$ cat src/rtl/csr_file_if.sv
// csr_file_if
//   Groups the CSR-file connections to decode and execute: the
//   combinational read port used by decode, the registered write-back /
//   trap / mret commit stream from execute, the retire strobe, and the
//   mepc/mtvec/mstatus values returned to execute for redirection.
//   master : decode/execute side (drives reads, write-back, trap, mret)
//   slave  : csr_file side (returns read data and architectural state)
interface csr_file_if #(
  parameter int XLEN = 32
);
  // decode read port
  logic [11:0]     csr_rd_adr_i;
  logic            csr_rd_wr_intent_i;
  logic [XLEN-1:0] csr_rd_data_o;
  logic            csr_rd_illegal_o;
  // execute commit stream
  logic            csr_wbk_v_q_i;
  logic [11:0]     csr_adr_q_i;
  logic [XLEN-1:0] csr_data_q_i;
  logic            exception_q_i;
  logic [XLEN-1:0] mcause_q_i;
  logic [XLEN-1:0] mtval_q_i;
  logic [XLEN-1:0] mepc_q_i;
  logic [1:0]      core_mode_q_i;
  logic            mret_q_i;
  logic            retire_v_i;
  // state returned to execute
  logic [XLEN-1:0] mepc_q_o;
  logic [XLEN-1:0] mtvec_q_o;
  logic [XLEN-1:0] mstatus_q_o;

  modport master (
    output csr_rd_adr_i, csr_rd_wr_intent_i,
    output csr_wbk_v_q_i, csr_adr_q_i, csr_data_q_i,
    output exception_q_i, mcause_q_i, mtval_q_i, mepc_q_i, core_mode_q_i,
    output mret_q_i, retire_v_i,
    input  csr_rd_data_o, csr_rd_illegal_o,
    input  mepc_q_o, mtvec_q_o, mstatus_q_o
  );

  modport slave (
    input  csr_rd_adr_i, csr_rd_wr_intent_i,
    input  csr_wbk_v_q_i, csr_adr_q_i, csr_data_q_i,
    input  exception_q_i, mcause_q_i, mtval_q_i, mepc_q_i, core_mode_q_i,
    input  mret_q_i, retire_v_i,
    output csr_rd_data_o, csr_rd_illegal_o,
    output mepc_q_o, mtvec_q_o, mstatus_q_o
  );
endinterface

$ cat src/rtl/csr_file.sv
// csr_file
//   Machine-mode CSR register file downstream of execute. Commits CSR
//   writes, traps and mret into architectural state, serves a
//   combinational read port to decode and holds mcycle/minstret.
//   clk   : clock, all state updates on the rising edge
//   reset : synchronous active-high reset
//   bus   : csr_file_if.slave (read port, commit stream, state outputs)
module csr_file #(
  parameter int          XLEN        = 32,
  parameter logic [31:0] MTVEC_RESET = 32'h0000_0000,
  parameter logic [31:0] MISA_VALUE  = 32'h4000_0100
) (
  input logic         clk,
  input logic         reset,
  csr_file_if.slave   bus
);

  localparam logic [11:0] ADR_MSTATUS   = 12'h300;
  localparam logic [11:0] ADR_MISA      = 12'h301;
  localparam logic [11:0] ADR_MIE       = 12'h304;
  localparam logic [11:0] ADR_MTVEC     = 12'h305;
  localparam logic [11:0] ADR_MSCRATCH  = 12'h340;
  localparam logic [11:0] ADR_MEPC      = 12'h341;
  localparam logic [11:0] ADR_MCAUSE    = 12'h342;
  localparam logic [11:0] ADR_MTVAL     = 12'h343;
  localparam logic [11:0] ADR_MIP       = 12'h344;
  localparam logic [11:0] ADR_MCYCLE    = 12'hB00;
  localparam logic [11:0] ADR_MCYCLEH   = 12'hB80;
  localparam logic [11:0] ADR_MINSTRET  = 12'hB02;
  localparam logic [11:0] ADR_MINSTRETH = 12'hB82;
  localparam logic [11:0] ADR_CYCLE     = 12'hC00;
  localparam logic [11:0] ADR_CYCLEH    = 12'hC80;
  localparam logic [11:0] ADR_INSTRET   = 12'hC02;
  localparam logic [11:0] ADR_INSTRETH  = 12'hC82;
  localparam logic [11:0] ADR_MHARTID   = 12'hF14;

  // Low two bits cleared for mepc/mtvec (word-aligned, direct mode).
  localparam logic [31:0] ALIGN_MASK = 32'hFFFF_FFFC;

  logic        mstatus_mie_r;
  logic        mstatus_mpie_r;
  logic [1:0]  mstatus_mpp_r;
  logic [31:0] mie_r;
  logic [31:0] mtvec_r;
  logic [31:0] mscratch_r;
  logic [31:0] mepc_r;
  logic [31:0] mcause_r;
  logic [31:0] mtval_r;
  logic [63:0] mcycle_r;
  logic [63:0] minstret_r;

  logic        commit_wr_s;
  logic [31:0] rd_data_s;
  logic        rd_known_s;
  logic        rd_illegal_s;

  // mstatus view: MIE[3], MPIE[7], MPP[12:11], everything else zero.
  function automatic logic [31:0] pack_mstatus(input logic mie,
                                               input logic mpie,
                                               input logic [1:0] mpp);
    return {19'd0, mpp, 3'd0, mpie, 3'd0, mie, 3'd0};
  endfunction

  // A CSR write commits only when neither a trap nor an mret retires with
  // it: the trapping instruction never commits its write.
  always_comb begin
    commit_wr_s = bus.csr_wbk_v_q_i & ~bus.exception_q_i & ~bus.mret_q_i;
  end

  // Architectural CSR state: reset > trap > mret > CSR write.
  always_ff @(posedge clk) begin
    if (reset) begin
      mstatus_mie_r  <= 1'b0;
      mstatus_mpie_r <= 1'b0;
      mstatus_mpp_r  <= 2'b11;
      mie_r          <= 32'd0;
      mtvec_r        <= MTVEC_RESET;
      mscratch_r     <= 32'd0;
      mepc_r         <= 32'd0;
      mcause_r       <= 32'd0;
      mtval_r        <= 32'd0;
    end else if (bus.exception_q_i) begin
      mepc_r         <= bus.mepc_q_i & ALIGN_MASK;
      mcause_r       <= bus.mcause_q_i;
      mtval_r        <= bus.mtval_q_i;
      mstatus_mpie_r <= mstatus_mie_r;
      mstatus_mie_r  <= 1'b0;
      mstatus_mpp_r  <= bus.core_mode_q_i;
    end else if (bus.mret_q_i) begin
      mstatus_mie_r  <= mstatus_mpie_r;
      mstatus_mpie_r <= 1'b1;
      mstatus_mpp_r  <= 2'b00;
    end else if (commit_wr_s) begin
      case (bus.csr_adr_q_i)
        ADR_MSTATUS: begin
          mstatus_mie_r  <= bus.csr_data_q_i[3];
          mstatus_mpie_r <= bus.csr_data_q_i[7];
          mstatus_mpp_r  <= bus.csr_data_q_i[12:11];
        end
        ADR_MIE:      mie_r      <= bus.csr_data_q_i;
        ADR_MTVEC:    mtvec_r    <= bus.csr_data_q_i & ALIGN_MASK;
        ADR_MSCRATCH: mscratch_r <= bus.csr_data_q_i;
        ADR_MEPC:     mepc_r     <= bus.csr_data_q_i & ALIGN_MASK;
        ADR_MCAUSE:   mcause_r   <= bus.csr_data_q_i;
        ADR_MTVAL:    mtval_r    <= bus.csr_data_q_i;
        default: begin
          // read-only, ignored or unimplemented: write dropped
        end
      endcase
    end else begin
      mie_r <= mie_r;
    end
  end

  // mcycle: a written half is held exactly; otherwise +1 with carry.
  always_ff @(posedge clk) begin
    if (reset) begin
      mcycle_r <= 64'd0;
    end else if (commit_wr_s && (bus.csr_adr_q_i == ADR_MCYCLE)) begin
      mcycle_r <= {mcycle_r[63:32], bus.csr_data_q_i};
    end else if (commit_wr_s && (bus.csr_adr_q_i == ADR_MCYCLEH)) begin
      mcycle_r <= {bus.csr_data_q_i, mcycle_r[31:0]};
    end else begin
      mcycle_r <= mcycle_r + 64'd1;
    end
  end

  // minstret: same write override; a retire alongside a trap is not counted.
  always_ff @(posedge clk) begin
    if (reset) begin
      minstret_r <= 64'd0;
    end else if (commit_wr_s && (bus.csr_adr_q_i == ADR_MINSTRET)) begin
      minstret_r <= {minstret_r[63:32], bus.csr_data_q_i};
    end else if (commit_wr_s && (bus.csr_adr_q_i == ADR_MINSTRETH)) begin
      minstret_r <= {bus.csr_data_q_i, minstret_r[31:0]};
    end else if (bus.retire_v_i && !bus.exception_q_i) begin
      minstret_r <= minstret_r + 64'd1;
    end else begin
      minstret_r <= minstret_r;
    end
  end

  // Combinational read decode; no bypass of a same-cycle write.
  always_comb begin
    rd_data_s  = 32'd0;
    rd_known_s = 1'b1;
    case (bus.csr_rd_adr_i)
      ADR_MSTATUS:   rd_data_s = pack_mstatus(mstatus_mie_r, mstatus_mpie_r, mstatus_mpp_r);
      ADR_MISA:      rd_data_s = MISA_VALUE;
      ADR_MIE:       rd_data_s = mie_r;
      ADR_MTVEC:     rd_data_s = mtvec_r;
      ADR_MSCRATCH:  rd_data_s = mscratch_r;
      ADR_MEPC:      rd_data_s = mepc_r;
      ADR_MCAUSE:    rd_data_s = mcause_r;
      ADR_MTVAL:     rd_data_s = mtval_r;
      ADR_MIP:       rd_data_s = 32'd0;
      ADR_MCYCLE,
      ADR_CYCLE:     rd_data_s = mcycle_r[31:0];
      ADR_MCYCLEH,
      ADR_CYCLEH:    rd_data_s = mcycle_r[63:32];
      ADR_MINSTRET,
      ADR_INSTRET:   rd_data_s = minstret_r[31:0];
      ADR_MINSTRETH,
      ADR_INSTRETH:  rd_data_s = minstret_r[63:32];
      ADR_MHARTID:   rd_data_s = 32'd0;
      default: begin
        rd_data_s  = 32'd0;
        rd_known_s = 1'b0;
      end
    endcase
    // Address space 0xC00-0xFFF is read-only by encoding.
    if (bus.csr_rd_wr_intent_i && (bus.csr_rd_adr_i[11:10] == 2'b11)) begin
      rd_illegal_s = 1'b1;
    end else begin
      rd_illegal_s = ~rd_known_s;
    end
  end

  assign bus.csr_rd_data_o    = rd_data_s;
  assign bus.csr_rd_illegal_o = rd_illegal_s;
  assign bus.mepc_q_o         = mepc_r;
  assign bus.mtvec_q_o        = mtvec_r;
  assign bus.mstatus_q_o      = pack_mstatus(mstatus_mie_r, mstatus_mpie_r, mstatus_mpp_r);

endmodule

$ cat src/flat_wrapper.sv
// flat-port wrapper written by rule: the top's interface ports become plain ports
module csr_file_flat 
#(
  parameter int          XLEN        = 32,
  parameter logic [31:0] MTVEC_RESET = 32'h0000_0000,
  parameter logic [31:0] MISA_VALUE  = 32'h4000_0100
)
  (clk, reset, bus_csr_rd_adr_i, bus_csr_rd_wr_intent_i, bus_csr_wbk_v_q_i, bus_csr_adr_q_i, bus_csr_data_q_i, bus_exception_q_i, bus_mcause_q_i, bus_mtval_q_i, bus_mepc_q_i, bus_core_mode_q_i, bus_mret_q_i, bus_retire_v_i, bus_csr_rd_data_o, bus_csr_rd_illegal_o, bus_mepc_q_o, bus_mtvec_q_o, bus_mstatus_q_o);
  csr_file_if #(.XLEN(XLEN)) bus_i ();
  input logic clk;
  input logic reset;
  input wire logic [$bits(bus_i.csr_rd_adr_i)-1:0] bus_csr_rd_adr_i;
  input wire logic [$bits(bus_i.csr_rd_wr_intent_i)-1:0] bus_csr_rd_wr_intent_i;
  input wire logic [$bits(bus_i.csr_wbk_v_q_i)-1:0] bus_csr_wbk_v_q_i;
  input wire logic [$bits(bus_i.csr_adr_q_i)-1:0] bus_csr_adr_q_i;
  input wire logic [$bits(bus_i.csr_data_q_i)-1:0] bus_csr_data_q_i;
  input wire logic [$bits(bus_i.exception_q_i)-1:0] bus_exception_q_i;
  input wire logic [$bits(bus_i.mcause_q_i)-1:0] bus_mcause_q_i;
  input wire logic [$bits(bus_i.mtval_q_i)-1:0] bus_mtval_q_i;
  input wire logic [$bits(bus_i.mepc_q_i)-1:0] bus_mepc_q_i;
  input wire logic [$bits(bus_i.core_mode_q_i)-1:0] bus_core_mode_q_i;
  input wire logic [$bits(bus_i.mret_q_i)-1:0] bus_mret_q_i;
  input wire logic [$bits(bus_i.retire_v_i)-1:0] bus_retire_v_i;
  output wire logic [$bits(bus_i.csr_rd_data_o)-1:0] bus_csr_rd_data_o;
  output wire logic [$bits(bus_i.csr_rd_illegal_o)-1:0] bus_csr_rd_illegal_o;
  output wire logic [$bits(bus_i.mepc_q_o)-1:0] bus_mepc_q_o;
  output wire logic [$bits(bus_i.mtvec_q_o)-1:0] bus_mtvec_q_o;
  output wire logic [$bits(bus_i.mstatus_q_o)-1:0] bus_mstatus_q_o;
  assign bus_i.csr_rd_adr_i = bus_csr_rd_adr_i;
  assign bus_i.csr_rd_wr_intent_i = bus_csr_rd_wr_intent_i;
  assign bus_i.csr_wbk_v_q_i = bus_csr_wbk_v_q_i;
  assign bus_i.csr_adr_q_i = bus_csr_adr_q_i;
  assign bus_i.csr_data_q_i = bus_csr_data_q_i;
  assign bus_i.exception_q_i = bus_exception_q_i;
  assign bus_i.mcause_q_i = bus_mcause_q_i;
  assign bus_i.mtval_q_i = bus_mtval_q_i;
  assign bus_i.mepc_q_i = bus_mepc_q_i;
  assign bus_i.core_mode_q_i = bus_core_mode_q_i;
  assign bus_i.mret_q_i = bus_mret_q_i;
  assign bus_i.retire_v_i = bus_retire_v_i;
  assign bus_csr_rd_data_o = bus_i.csr_rd_data_o;
  assign bus_csr_rd_illegal_o = bus_i.csr_rd_illegal_o;
  assign bus_mepc_q_o = bus_i.mepc_q_o;
  assign bus_mtvec_q_o = bus_i.mtvec_q_o;
  assign bus_mstatus_q_o = bus_i.mstatus_q_o;
  csr_file #(.XLEN(XLEN), .MTVEC_RESET(MTVEC_RESET), .MISA_VALUE(MISA_VALUE)) u_core (.clk(clk), .reset(reset), .bus(bus_i));
endmodule
$ cat config.mk
export PLATFORM = sky130hd
export DESIGN_NAME = csr_file_flat
export DESIGN_NICKNAME = d
export VERILOG_FILES = /design/src/rtl/csr_file_if.sv /design/src/rtl/csr_file.sv /design/src/flat_wrapper.sv
export SDC_FILE = /design/constraint.sdc
export NUM_CORES = 1
export LEC_CHECK = 0
export ABC_AREA = 1
export CORE_UTILIZATION = 56
export DETAILED_ROUTE_END_ITERATION = 8
export PLACE_DENSITY = 0.84
export RECOVER_POWER = 25
export SETUP_SLACK_MARGIN = 0.15
export SLEW_MARGIN = 15
export SYNTH_ARGS = -nofsm -noshare
export SYNTH_HDL_FRONTEND = slang
export SYNTH_SLANG_ARGS = --single-unit
$ cat constraint.sdc
create_clock -name clk -period 2.55 [get_ports clk]
set_clock_uncertainty 0.15 [all_clocks]
set_input_delay 0.51 -clock clk [delete_from_list [all_inputs] [get_ports clk]]
set_output_delay 0.51 -clock clk [all_outputs]
set_load 0.005 [all_outputs]
==> results of run 1 <==
[cell families after synthesis]
group	share of synthesized area, %
and+or+nand+nor	34.4
AOI/OAI and AO/OA	20.4
buffers and inverters	10.4
DFF	32.8
xor gates and xnor gates	1.97
adders and majority gates	0.128
other	0.0192
[routing by layer]
layer | GRT overflow | GRT usage (%)
met5 | 0 | 34.5
met1 | 0 | 77.3
met3 | 0 | 59.9
met2 | 9 | 89.3
met4 | 5 | 64.7
[synth_stat cells (5+ instances only)]
| master | n | area (um^2) |
|---|---|---|
| xnor2_1 | 5 | 43.8 |
| a21oi_1 | 274 | 1370 |
| buf_6 | 5 | 56.3 |
| inv_2 | 9 | 33.8 |
| nor2_1 | 443 | 1660 |
| a32oi_1 | 62 | 543 |
| o21ai_0 | 133 | 666 |
| nor2_2 | 5 | 31.3 |
| nand2_1 | 893 | 3350 |
| buf_2 | 50 | 250 |
| xor2_1 | 39 | 342 |
| nand4_1 | 27 | 169 |
| dfxtp_1 | 320 | 6410 |
| a31oi_1 | 63 | 394 |
| buf_4 | 35 | 263 |
| nand3_1 | 235 | 1180 |
| a211oi_1 | 63 | 473 |
| clkbuf_1 | 106 | 398 |
| o22ai_1 | 78 | 488 |
| nor3_1 | 18 | 90.1 |
| inv_1 | 266 | 998 |
[through the flow]
step / setup TNS, ps / hold WS, ps / cell area [um^2] / utilization (%) / cells
after CTS: -10110 / 224 / 27000 / 78.4 / 4112
after detailed placement: -54650 / 305 / 24400 / 70.7 / 3982
after global placement: -40930 / 303 / 24400 / 70.7 / 3982
after floorplan: 0 / 294 / 19700 / - / 3202
[what timing repair did]
action	CTS
buffers inserted	60
hold endpoints to repair	0
setup endpoints to repair	33
resized for setup	435
pin swaps	58
gates cloned	6
==> out/qor.json, run 1 <==
{
  "run_status": "stopped before the end",
  "stop_stage": "5_1_grt",
  "error": "[ERROR GRT-0232] Routing congestion too high. Check the congestion heatmap in the GUI.",
  "dp_worst_setup_slack_ps": -1200,
  "initial_core_util_pct": 56.8,
  "io-pin-count": 290,
  "worst_endpoint_kind": "primary output",
  "die_y_um": 189,
  "syn_warnings": 0,
  "grt_start_max_net_pins": 132,
  "synthesis.instances": 3171,
  "gpl.final_weighted_congestion": 1.23,
  "async_reset_ff_share_pct": 0,
  "number_of_synthesized_flops_with_an_enable_pin": 0,
  "cts.htree.levels": 2,
  "globalRoute.totalOverflow": 14,
  "placement_rows": 68,
  "die_x_um": 189,
  "place.detailed.hpwl_mm": 77.8,
  "cts-hold-fix-buffers": 0,
  "ctsRootBufferMaster": "clkbuf_16",
  "number_of_cts_inserted_buffers": 36,
  "ys_ff_latch": 320,
  "syn-cell-area_um2": 19600,
  "synth_flop_cell": "dfxtp_1",
  "ys_seq_area_share_pct": 32.8,
  "numPortBuffers": 255,
  "clk_path_buf_depth": 3,
  "cts_sinks": 320,
  "grt_util_all_layers_pct": 74.1,
  "ys_types": 42,
  "postGrtWorstEndpoint": "bus_csr_rd_data_o[10]",
  "syn_avg_cell_area_um2": 6.17
}
==> run 2, diff against run 1 <==
CORE_UTILIZATION = 40   (was 56)
PLACE_DENSITY = not set   (was 0.84)
PLACE_DENSITY_LB_ADDON = 0.15   (was not set)
SETUP_SLACK_MARGIN = not set   (was 0.15)
==> run 2 against run 1 <==
Compared with the run above:
- the flow now finishes, with violations (negative setup slack)
- synthesized cell count stayed put
- synthesized area unchanged
==> out/qor.json, run 2 <==
{
  "p_sw_share_pct": 26.9,
  "fp.dieArea_um2": 49800,
  "cp_max_fo": 7,
  "number_of_synthesized_flops_with_an_enable_pin": {"value": 0, "change": "unchanged"},
  "p_sw_mw": 3.43,
  "syn-cell-area": {"value": 19600, "unit": "um^2", "change": "unchanged"},
  "timing.setup.critical_path_class": "in2out",
  "hp_class": "in2reg",
  "syn_avg_cell_area": {"value": 6.17, "unit": "um^2", "change": "unchanged"},
  "initial_core_util": {"value": 40.8, "unit": "%", "change": "-16 points"},
  "ys_seq_area_share": {"value": 32.8, "unit": "%", "change": "unchanged"},
  "power_frac_comb_pct": 10.3,
  "hold_end": "u_core.mcycle_r[42]",
  "ir_worst_vdd_v": 0.000449,
  "numPortBuffers": {"value": 255, "change": "unchanged"},
  "dr.max_layer_used": "met5",
  "first_iter_violations": 3903,
  "wl_met2_mm": 49.0,
  "clk_path_buf_depth": {"value": 3, "change": "unchanged"},
  "r2r-start": "u_core.minstret_r[0]",
  "hold_viol_final": 0,
  "worst_slew_margin_rel_pct": 43.2,
  "route.detailed.drc": 0,
  "most_common_cell_after_layout_fill_and_taps_aside": "nand2_1",
  "route.met3.wl_mm": 16.0,
  "vias_per_cell": 6.12,
  "die_y": {"value": 223, "unit": "um", "change": "+18%"},
  "clk_latency_ps": 600,
  "reg.largest.list": "u_core.mcycle_r x64, u_core.minstret_r x64",
  "syn_warnings": {"value": 0, "change": "unchanged"},
  "share_seq_of_total_power_pct": 40.8,
  "core_region_area_um2": 47900,
  "max_capacitance_violation_total": 0,
  "synth_flop_cell": "dfxtp_1",
  "rr_worst_depth": 12,
  "cp_data_arrival_time_ps": 2230,
  "achievable-frequency_ghz": 0.346,
  "final_net_count": 3853,
  "utilization_pct": 58.6,
  "post_drt_wl_per_cell_um": 27.3,
  "placement_rows": {"value": 80, "change": "+18%"},
  "cp-start-kind": "input port",
  "place.detailed.hpwl": {"value": 89.6, "unit": "mm", "change": "+15%"},
  "regToRegSetupSlack_ps": 120,
  "number_of_antenna_violations_at_the_first_check_in_global_routing": 12,
  "synthDominantAreaCellType": "dfxtp_1",
  "postRouteWirelength_mm": 118,
  "gpl.final_weighted_congestion": {"value": 1.13, "change": "-7.8%"},
  "grt_first_pass_wirelength_mm": 166,
  "grt_util_all_layers_pct": 46.0,
  "power_frac_clock_pct": 48.9,
  "synth_top_cells_by_area": "dfxtp_1 33%, nand2_1 17%, nor2_1 8.5%",
  "setup_ws_ps": -338,
  "grt_start_max_net_pins": 132,
  "number_of_cts_inserted_buffers": {"value": 39, "change": "+8.3%"},
  "synthesis.instances": {"value": 3171, "change": "unchanged"},
  "globalRoute.totalOverflow": 0,
  "io-pin-count": {"value": 290, "change": "unchanged"},
  "dpl_cell_area": {"value": 25100, "unit": "um^2", "change": "+3.0%"},
  "ys_ff_latch": {"value": 320, "change": "unchanged"},
  "cellPowerDensity_nw_per_um2": 453,
  "firstDrtPassIters": 9,
  "violated_checks": "negative setup slack",
  "internal_power_mw": 9.32,
  "report.final.slew_viol_count": 0,
  "min_period_over_period_pct": 113,
  "final_layout_size_suffix_gt1_share_pct": 19.2,
  "sequential_cell_area_um2": 6410,
  "cts-hold-fix-buffers": {"value": 0, "change": "unchanged"},
  "cts_tree": "built",
  "via_count": 26600,
  "detail_route.wirelength.met1_mm": 43.3,
  "tightest_slew_ps": 852,
  "cts_sinks": {"value": 320, "change": "unchanged"},
  "crit-reg2reg-capture": "u_core.minstret_r[40]",
  "hold_path_depth": 3,
  "grt_setup_unrepaired": "yes",
  "antenna_left": 0,
  "fin_area_um2": 28100,
  "fillers": 4466,
  "multiInputGateArea_um2": 12300,
  "cp.required_ps": 1890,
  "dp_worst_setup_slack": {"value": -1160, "unit": "ps", "change": "+38.8 ps"},
  "ctsRootBufferMaster": "clkbuf_16",
  "grt_pass1_vias": 24700,
  "async_reset_ff_share": {"value": 0, "unit": "%", "change": "unchanged"},
  "synth_commonest_cells": "893 x nand2_1, 443 x nor2_1, 320 x dfxtp_1",
  "min_period_ps": 2890,
  "cts.htree.levels": {"value": 2, "change": "unchanged"},
  "ys_types": {"value": 42, "change": "unchanged"},
  "clk_pin_slew_ps": 60,
  "run_status": "complete, but fails checks",
  "setup_viol": 42,
  "synth.top_cell.area_share": {"value": 32.8, "unit": "%", "change": "unchanged"},
  "area.growth.synth_to_final_pct": 43.8,
  "synth.most_common_cell": "nand2_1",
  "fin_setup_tns_ps": -7650,
  "die_x": {"value": 223, "unit": "um", "change": "+18%"},
  "p_leak_nw": 11.1,
  "commonest_non_fill_non_tap_cells_in_the_layout": "852 x nand2_1, 425 x nor2_1, 320 x dfxtp_1",
  "hold_wc_startpoint": "reset",
  "crit_path_end_kind": "primary output"
}
-- run 2: cell counts after synthesis --
No cell type changed its count.
-- run 2: cell type report --
type	instances	share of cell area, %
diodes	3	0.0267
clock buffers	50	3.90
clock inverters	22	1.07
inverters	279	3.78
multi-input cells	2405	43.9
flip-flops and latches	320	22.8
well taps	615	2.74
repair buffers	645	21.8
-- run 2: metal layers --
layer	up-vias	track usage, %
li1	11500	-
met1	12300	57.3
met2	2159	68.3
met3	535	13.2
met4	10	31.8
met5	-	0
-- run 2: kinds of logic (layout without fill, tap and decap cells) --
group                    count (synthesis)  after routing  share of synthesized area [%]
AND/OR/NAND/NOR                       1648           1648                           34.4
XOR/XNOR                                44             44                           1.97
AO/OA/AOI/OAI                          679            679                           20.4
buffers and inverters                  477            996                           10.4
other                                    1             35                         0.0192
adder cells (fa/ha/maj)                  2              2                          0.128
flip-flops                             320            320                           32.8
-- run 2: metrics by stage --
step                hold WS (ps)  power [mW]  cells
floorplan                    294        5.70   3202
global placement             304        6.46   4202
detailed placement           306        6.48   4202
CTS                          294        12.6   4329
global route                 306        12.9   4338
finish                       291        12.7   4339
-- run 2: repair_timing --
| action | 4_1_cts | 5_1_grt |
|---|---|---|
| cloned | 8 | 1 |
| setup buffers | 56 | 12 |
| endpoints found under the setup margin | 33 | 34 |
| hold endpoints to repair | 0 | 0 |
| pin swaps | 76 | 45 |
| resized for setup | 458 | 101 |
-- run 2: how the worst max path moves through the flow --
| stage | from | end | slack, ps | cells past startpoint |
|---|---|---|---|---|
| detailed placement | bus_csr_rd_adr_i[9] | bus_csr_rd_data_o[29] | -1160 | 10 |
| global placement | bus_csr_rd_adr_i[9] | bus_csr_rd_data_o[24] | -1160 | 12 |
| global route | bus_csr_rd_adr_i[1] | bus_csr_rd_data_o[9] | -360 | 15 |
| floorplan | bus_csr_rd_adr_i[0] | bus_csr_rd_data_o[5] | 120 | 7 |
| finish | bus_csr_rd_adr_i[5] | bus_csr_rd_data_o[1] | -340 | 15 |
| CTS | bus_csr_rd_adr_i[4] | bus_csr_rd_data_o[1] | -290 | 15 |
-- run 2: power by group through the flow --
stage	clock network, mW	registers, mW	logic (mW)
finish	6.23	5.20	1.31
global route	6.39	5.20	1.34
CTS	6.16	5.19	1.25
floorplan	0	5.25	0.454
global placement	0	5.30	1.17
detailed placement	0	5.29	1.18
-- run 2: worst max-delay path: stages --
cell	delay [ps]
buf_8	100
nor2_4	160
nand2_4	110
inv_2	80
nand2_4	60
buf_6	130
nor3_4	160
buf_6	150
buf_12	110
buf_12	120
nand2_4	50
o211ai_1	110
nor2_1	90
nand4_1	140
buf_2	140
No activity file was read; power rests on OpenSTA's default activity.
